===== config.mk =====
export PLATFORM = sky130hd
export DESIGN_NAME = fetch_unit
export DESIGN_NICKNAME = d
export VERILOG_FILES = /design/src/rtl/fetch_unit.sv
export SDC_FILE = /design/constraint.sdc
export NUM_CORES = 1
export LEC_CHECK = 0
export BUFFER_PORTS_ARGS = -buffer_cell sky130_fd_sc_hd__buf_2
export CAP_MARGIN = 20
export CORE_AREA = 2 2 125 103
export DETAILED_ROUTE_END_ITERATION = 16
export DIE_AREA = 0 0 127 105
export GPL_ROUTABILITY_DRIVEN = 0
export PLACE_DENSITY = 0.79
export SLEW_MARGIN = 25
export SYNTH_ARGS = -nofsm -noshare
export SYNTH_HDL_FRONTEND = slang
export SYNTH_SLANG_ARGS = --single-unit

===== constraint.sdc =====
create_clock -name clk -period 3.3 [get_ports clk]
set_input_delay 0.66 -clock clk [delete_from_list [all_inputs] [get_ports clk]]
set_output_delay 0.66 -clock clk [all_outputs]
set_load 0.01 [all_outputs]

===== src/rtl/fetch_unit.sv =====
// Fetch unit: holds the PC, fetches instruction words over a req/ready
// handshake, latches them into the instruction register and decodes the
// fixed fields for the control unit and register file.
module fetch_unit #(
  parameter int unsigned     XLEN      = 32,
  parameter logic [XLEN-1:0] RESET_PC  = XLEN'(32'h0000_0000),
  parameter logic [31:0]     NOP_INSTR = 32'h0000_0013
) (
  input  logic            clk,
  input  logic            reset,
  output logic            imem_req,
  output logic [XLEN-1:0] imem_addr,
  input  logic            imem_ready,
  input  logic [31:0]     imem_rdata,
  input  logic            instr_ack,
  input  logic            stall,
  input  logic            pc_src,
  input  logic [XLEN-1:0] pc_target,
  output logic [31:0]     instr,
  output logic            instr_valid,
  output logic [XLEN-1:0] pc,
  output logic [XLEN-1:0] pc_plus4,
  output logic [6:0]      op,
  output logic [2:0]      funct3,
  output logic            funct7_5,
  output logic [4:0]      rs1,
  output logic [4:0]      rs2,
  output logic [4:0]      rd,
  output logic            misalign,
  output logic [31:0]     fetch_count
);

  localparam int unsigned CNT_W = 32;

  typedef enum logic [1:0] {
    IDLE = 2'd0,
    REQ  = 2'd1,
    HOLD = 2'd2,
    TRAP = 2'd3
  } state_t;

  state_t            r_state;
  logic [XLEN-1:0]   r_pc;
  logic [31:0]       r_instr;
  logic              r_instr_valid;
  logic              r_imem_req;
  logic              r_misalign;
  logic [CNT_W-1:0]  r_fetch_count;

  logic [XLEN-1:0]   w_pc_plus4;
  logic [XLEN-1:0]   w_next_pc;
  logic              w_accept;

  // Sequential next-PC selection; pc_target is used verbatim.
  assign w_pc_plus4 = r_pc + XLEN'(4);
  assign w_next_pc  = pc_src ? pc_target : w_pc_plus4;
  assign w_accept   = !stall && instr_ack;

  // Fetch FSM with registered request, instruction and status outputs.
  always_ff @(posedge clk) begin
    if (reset) begin
      r_state       <= IDLE;
      r_pc          <= RESET_PC;
      r_instr       <= NOP_INSTR;
      r_instr_valid <= 1'b0;
      r_imem_req    <= 1'b0;
      r_misalign    <= 1'b0;
      r_fetch_count <= '0;
    end else begin
      case (r_state)
        IDLE: begin
          r_state    <= REQ;
          r_imem_req <= 1'b1;
        end
        REQ: begin
          if (imem_ready) begin
            r_instr       <= imem_rdata;
            r_instr_valid <= 1'b1;
            r_imem_req    <= 1'b0;
            r_state       <= HOLD;
          end
        end
        HOLD: begin
          if (w_accept) begin
            r_fetch_count <= r_fetch_count + CNT_W'(1);
            r_instr_valid <= 1'b0;
            if (w_next_pc[1:0] != 2'b00) begin
              r_misalign <= 1'b1;
              r_state    <= TRAP;
            end else begin
              r_pc       <= w_next_pc;
              r_imem_req <= 1'b1;
              r_state    <= REQ;
            end
          end
        end
        TRAP: begin
          r_state <= TRAP;
        end
        default: begin
          r_state <= IDLE;
        end
      endcase
    end
  end

  // Output wiring and field decode of the instruction register.
  assign imem_req    = r_imem_req;
  assign imem_addr   = r_pc;
  assign pc          = r_pc;
  assign pc_plus4    = w_pc_plus4;
  assign instr       = r_instr;
  assign instr_valid = r_instr_valid;
  assign misalign    = r_misalign;
  assign fetch_count = r_fetch_count;
  assign op          = r_instr[6:0];
  assign rd          = r_instr[11:7];
  assign funct3      = r_instr[14:12];
  assign rs1         = r_instr[19:15];
  assign rs2         = r_instr[24:20];
  assign funct7_5    = r_instr[30];

endmodule


; ---- Yosys cells after proc, flatten, opt, wreduce, memory -nomap -nowiden
; Index checks and enable logic that the tools add are counted.
[classes]
add_sub_neg = 2
div_mod_pow = 0
bitwise = 1
reduce_logical = 13
muxes = 12
shifts = 0
eq_ne = 6
magnitude_cmp = 0
n_mul = 0
[ops]
columns = cell, count
row1 = "adder 32 x 1 -> 32 bit, second input constant", 1
row2 = "adder 32 x 3 -> 32 bit, second input constant", 1
row3 = 2-to-1 mux 32 bit, 1
row4 = AND reduction 3 bit, 3
row5 = one-hot mux 2 bit (4 select lines), 1
row6 = 2-to-1 mux 2 bit, 3
row7 = "inequality test 2 bit, second input constant", 3
row8 = AND reduction 2 bit, 3
row9 = 2-to-1 mux 1 bit, 5
row10 = "== test 2 bit, second input constant", 2
row11 = AND reduction 4 bit, 1
row12 = nonzero test 2 bit, 2
row13 = one-hot mux 1 bit (3 select lines), 1
row14 = nonzero test 3 bit, 1
row15 = "== test 2 x 1 -> 1 bit, second input constant", 1
row16 = zero test 2 bit, 1
row17 = one-hot mux 1 bit (2 select lines), 1
row18 = logical AND 1 bit, 1
row19 = zero test 1 bit, 1
row20 = inverter 1 bit, 1
[totals]
reg_bits = 101
ramBits = 0
input_bits = 70
mem_bits_ro = 0
n_memories = 0
latchBits = 0

; ---- Longest topological paths before layout
[logic_depth]
word_depth = 6
depth_mapped = 7

; ---- Least setup slack after synthesis
; OpenSTA, ideal clock, no wires.
[synth_path]
path_type = register -> output
from = reg r_pc[2], in the netlist imem_addr[2]
to = out pc_plus4[22]
setup_slack_ps = 532
path_stages_with_launch = 7
t_arrival_ps = 2108
n_path_buf = 0
cell_sequence = dfxtp_1 -> ha_1 -> nand2_1 -> nor4_1 -> and2_0 -> nand3_1 -> xnor2_1
[synth_between]
elab_chain_cells = 1
[synth_lines]
columns = item, line
row1 = start: declaration, 43  ; logic [XLEN-1:0] r_pc;
row2 = start signal: assignment, 91  ; r_pc <= w_next_pc;
row3 = adder 32 x 3 -> 32 bit, 55  ; assign w_pc_plus4 = r_pc + XLEN'(4);
row4 = end: declaration, 22  ; output logic [XLEN-1:0] pc_plus4,
; No other way between the ends.

; ---- Worst setup path in the final report
[layout_path]
from = reg r_pc[12], in the netlist imem_addr[12]
to = out pc_plus4[31]
; Same word-level chain as after synthesis.

==> run metrics <==
status completed; FMAX about 0.32 GHz; worst path required time approximately 2.6 ns; Synth Area in Compound Gates 0.162; Worst-Skew Late Latency 0.34 ns; sequential cell area around 0.002 sq mm; share of cells above drive strength 1 0.352; mux contribution to synthesized area 0.0137; DRC viols 0; antenna violations before repair 1; FILL cells 1152; CTS Buf Count 9; worst slew pin tran approximately 0.99 ns; #FFs+latches synth slightly above 100; peak supply drop around 0.23 mV; vias in the first global route 5034; R2R Path End fetch_count[28]$_SDFFE_PP0P_; post-CTS setup buffer count 0; Pins Over Slew Limit 0; Worst Hold Class flop to flop; Synth Area in Adders 0.00450; power per cell area between 300 and 400 mW/mm^2; fin crit share 0.940; Final Non-Filler Cells approximately 1100; final setup vio count 0; Synth warnings 0; Iter 0 DRT Violations about 470; largest net degree at the start of global routing 70; Hold Vio Cnt, Final 0; Total Power approximately 0.0027 W; CTS tree done; FP Rows 36; Arrival @ worst endpoint 2.44 ns; count of flip-flops with a built-in enable after synthesis 0; # IOs 259; CP Class flop to output pin; Fin Setup TNS 0 ns; full die area 0.0133 sq mm; Min-Delay Path Depth 2; DP HPWL between 10 and 15 mm; most common cell after layout, fill and taps aside buf_2; largest family of logic cells by synthesized area simple AND/OR/NAND/NOR gates; r2r setup slk about 0.75 ns; CTS sink cnt 101; simple-gate area share of the yosys netlist 0.267; RSZ-0062 raised after global routing no; synthesized net count 787; H-tree depth 3; Detailed Routing Iterations Pass 1 5; Die W 127 microns; clk buf depth 2; Core ar. approximately 0.012 sq mm; CP max FO 8; CTS Root Cell clkbuf_16; worst reg2reg path startpoint fetch_count[0]$_SDFFE_PP0P_; Post-Synthesis Cell Area 0.00556 sq mm; DR vias a little under 6000; GRT overflow 0; Hold Worst Slack ~0.45 ns; Starting Density 0.464; final period demand of the worst path between 3 and 4 ns; Async S/R FF share, synth 0; average cell area after synthesis about 8 sq um; first-pass GRT wire length approximately 26 mm; Synth cell types between 50 and 60; Via density 5.47; wire per inst between 15 and 20 microns; Seq/Total Area, Yosys 0.364; Port-buffer cells 258; Post-Route WL around 17 mm; Inst Count DP 1040; most frequent cells in the layout 258 x buf_2, 116 x nand2_1, 100 x dfxtp_1, 52 x nor2_1, 51 x a21oi_1; worst setup path end pc_plus4[31]; Slew HR 0.340; Static Leakage 3.26 nW; nature of the critical path endpoint output pin; Worst setup startpoint imem_addr[12]$_SDFFE_PP0P_; skew final around 0.0092 ns; Worst Setup Start Kind flop; Layout Nets 971; maxcap violations 0; clock-pin slew on the worst setup and hold paths about 0.070 ns; Die Ht ~110 microns; total track usage 0.240; cells after synthesis roughly 720; xor/xnor cell area share of the yosys netlist 0.0677; Layout area overhead 24.3%; area occupied by multi-input gates between 0.002 and 0.003 sq mm; Reg2Reg Depth 6; most frequently used flop master after synthesis dfxtp_1; Post-DRT Antenna Nets 0
==> how the worst min path moves through the flow <==
stage,from,to,slack [ns]
floorplan,r_state[0]$_SDFFE_PP0P_,r_state[1]$_SDFFE_PP0P_,0.48
global placement,instr[29]$_SDFFE_PP0P_,instr[29]$_SDFFE_PP0P_,0.44
detailed placement,instr_valid$_SDFFE_PP0P_,instr_valid$_SDFFE_PP0P_,0.45
CTS,instr_valid$_SDFFE_PP0P_,instr_valid$_SDFFE_PP0P_,0.45
finish,instr_valid$_SDFFE_PP0P_,instr_valid$_SDFFE_PP0P_,0.45
global route,instr[25]$_SDFFE_PP0P_,instr[25]$_SDFFE_PP0P_,0.47
==> cell type report <==
type / instances / share of cell area
Antenna cell: 1 / 0.000362
Clock buffer: 10 / 0.0331
Clock inverter: 6 / 0.0138
Inverter: 13 / 0.00706
Multi-Input combinational cell: 497 / 0.418
Sequential cell: 101 / 0.293
Tap cell: 152 / 0.0275
Timing Repair Buffer: 277 / 0.207
==> flip-flops by register name (all words and copies together) (netlist names) <==
name and count:
imem_addr 32, instr 32, r_state 2, fetch_count 32, misalign 1, imem_req 1, instr_valid 1
==> synthesized netlist by cell type, types with 10 or more instances <==
master,number,area share
nand2_1,116,0.078
xnor2_1,25,0.039
and3_1,16,0.018
a21oi_1,51,0.046
a31oi_1,10,0.011
nand3_1,40,0.036
nor3_1,19,0.017
nor4_1,12,0.014
nand4_1,12,0.014
inv_1,12,0.0081
o21ai_0,20,0.018
xor2_1,18,0.028
dfxtp_1,101,0.36
clkbuf_1,36,0.024
nor2_1,52,0.035
buf_4,61,0.082
==> layer usage <==
metal / track usage / routed length, microns / vias to the layer above
met3: 0.0538 / 1360 / 25
met1: 0.334 / 7560 / 2686
met5: 0 / 0 / -
li1: - / - / 2814
met4: 0.0526 / 242 / 0
met2: 0.382 / 7610 / 257
==> cells by family after synthesis <==
| family | count (synthesis) |
|---|---|
| AND/OR/NAND/NOR | 306 |
| adder cells (fa/ha/maj) | 2 |
| multiplexers | 7 |
| AO/OA/AOI/OAI | 139 |
| flip-flops | 101 |
| buffers and inverters | 117 |
| XOR/XNOR | 43 |
==> metrics by stage <==
step	instance area, sq um	utilization	worst slack [ns]
2_1_floorplan	5560	-	0.532
3_3_place_gp	6570	0.548	0.539
3_5_place_dp	6570	0.548	0.514
4_1_cts	6900	0.576	0.142
5_1_grt	6910	0.577	0.00901
6_report	6910	0.577	0.199
==> power by group <==
| part | internal, W | switching [W] | total, W |
|---|---|---|---|
| Clock | 0.000673 | 0.000475 | 0.00115 |
| Sequential | 0.00125 | 0.0000234 | 0.00127 |
| Combinational | 0.000105 | 0.000150 | 0.000256 |
==> critical path: stages (launching register included) <==
cell and delay, ns:
dfxtp_1 0.44, nand4_1 0.35, nor4_2 0.66, and2_1 0.25
nand3_1 0.10, xnor2_1 0.15, buf_2 0.15
==> timing repair <==
item,in CTS,in global routing
hold buffers,0,0
setup endpoints to repair,0,3
gates resized for setup,0,3
(Power assumes the default switching activity.)
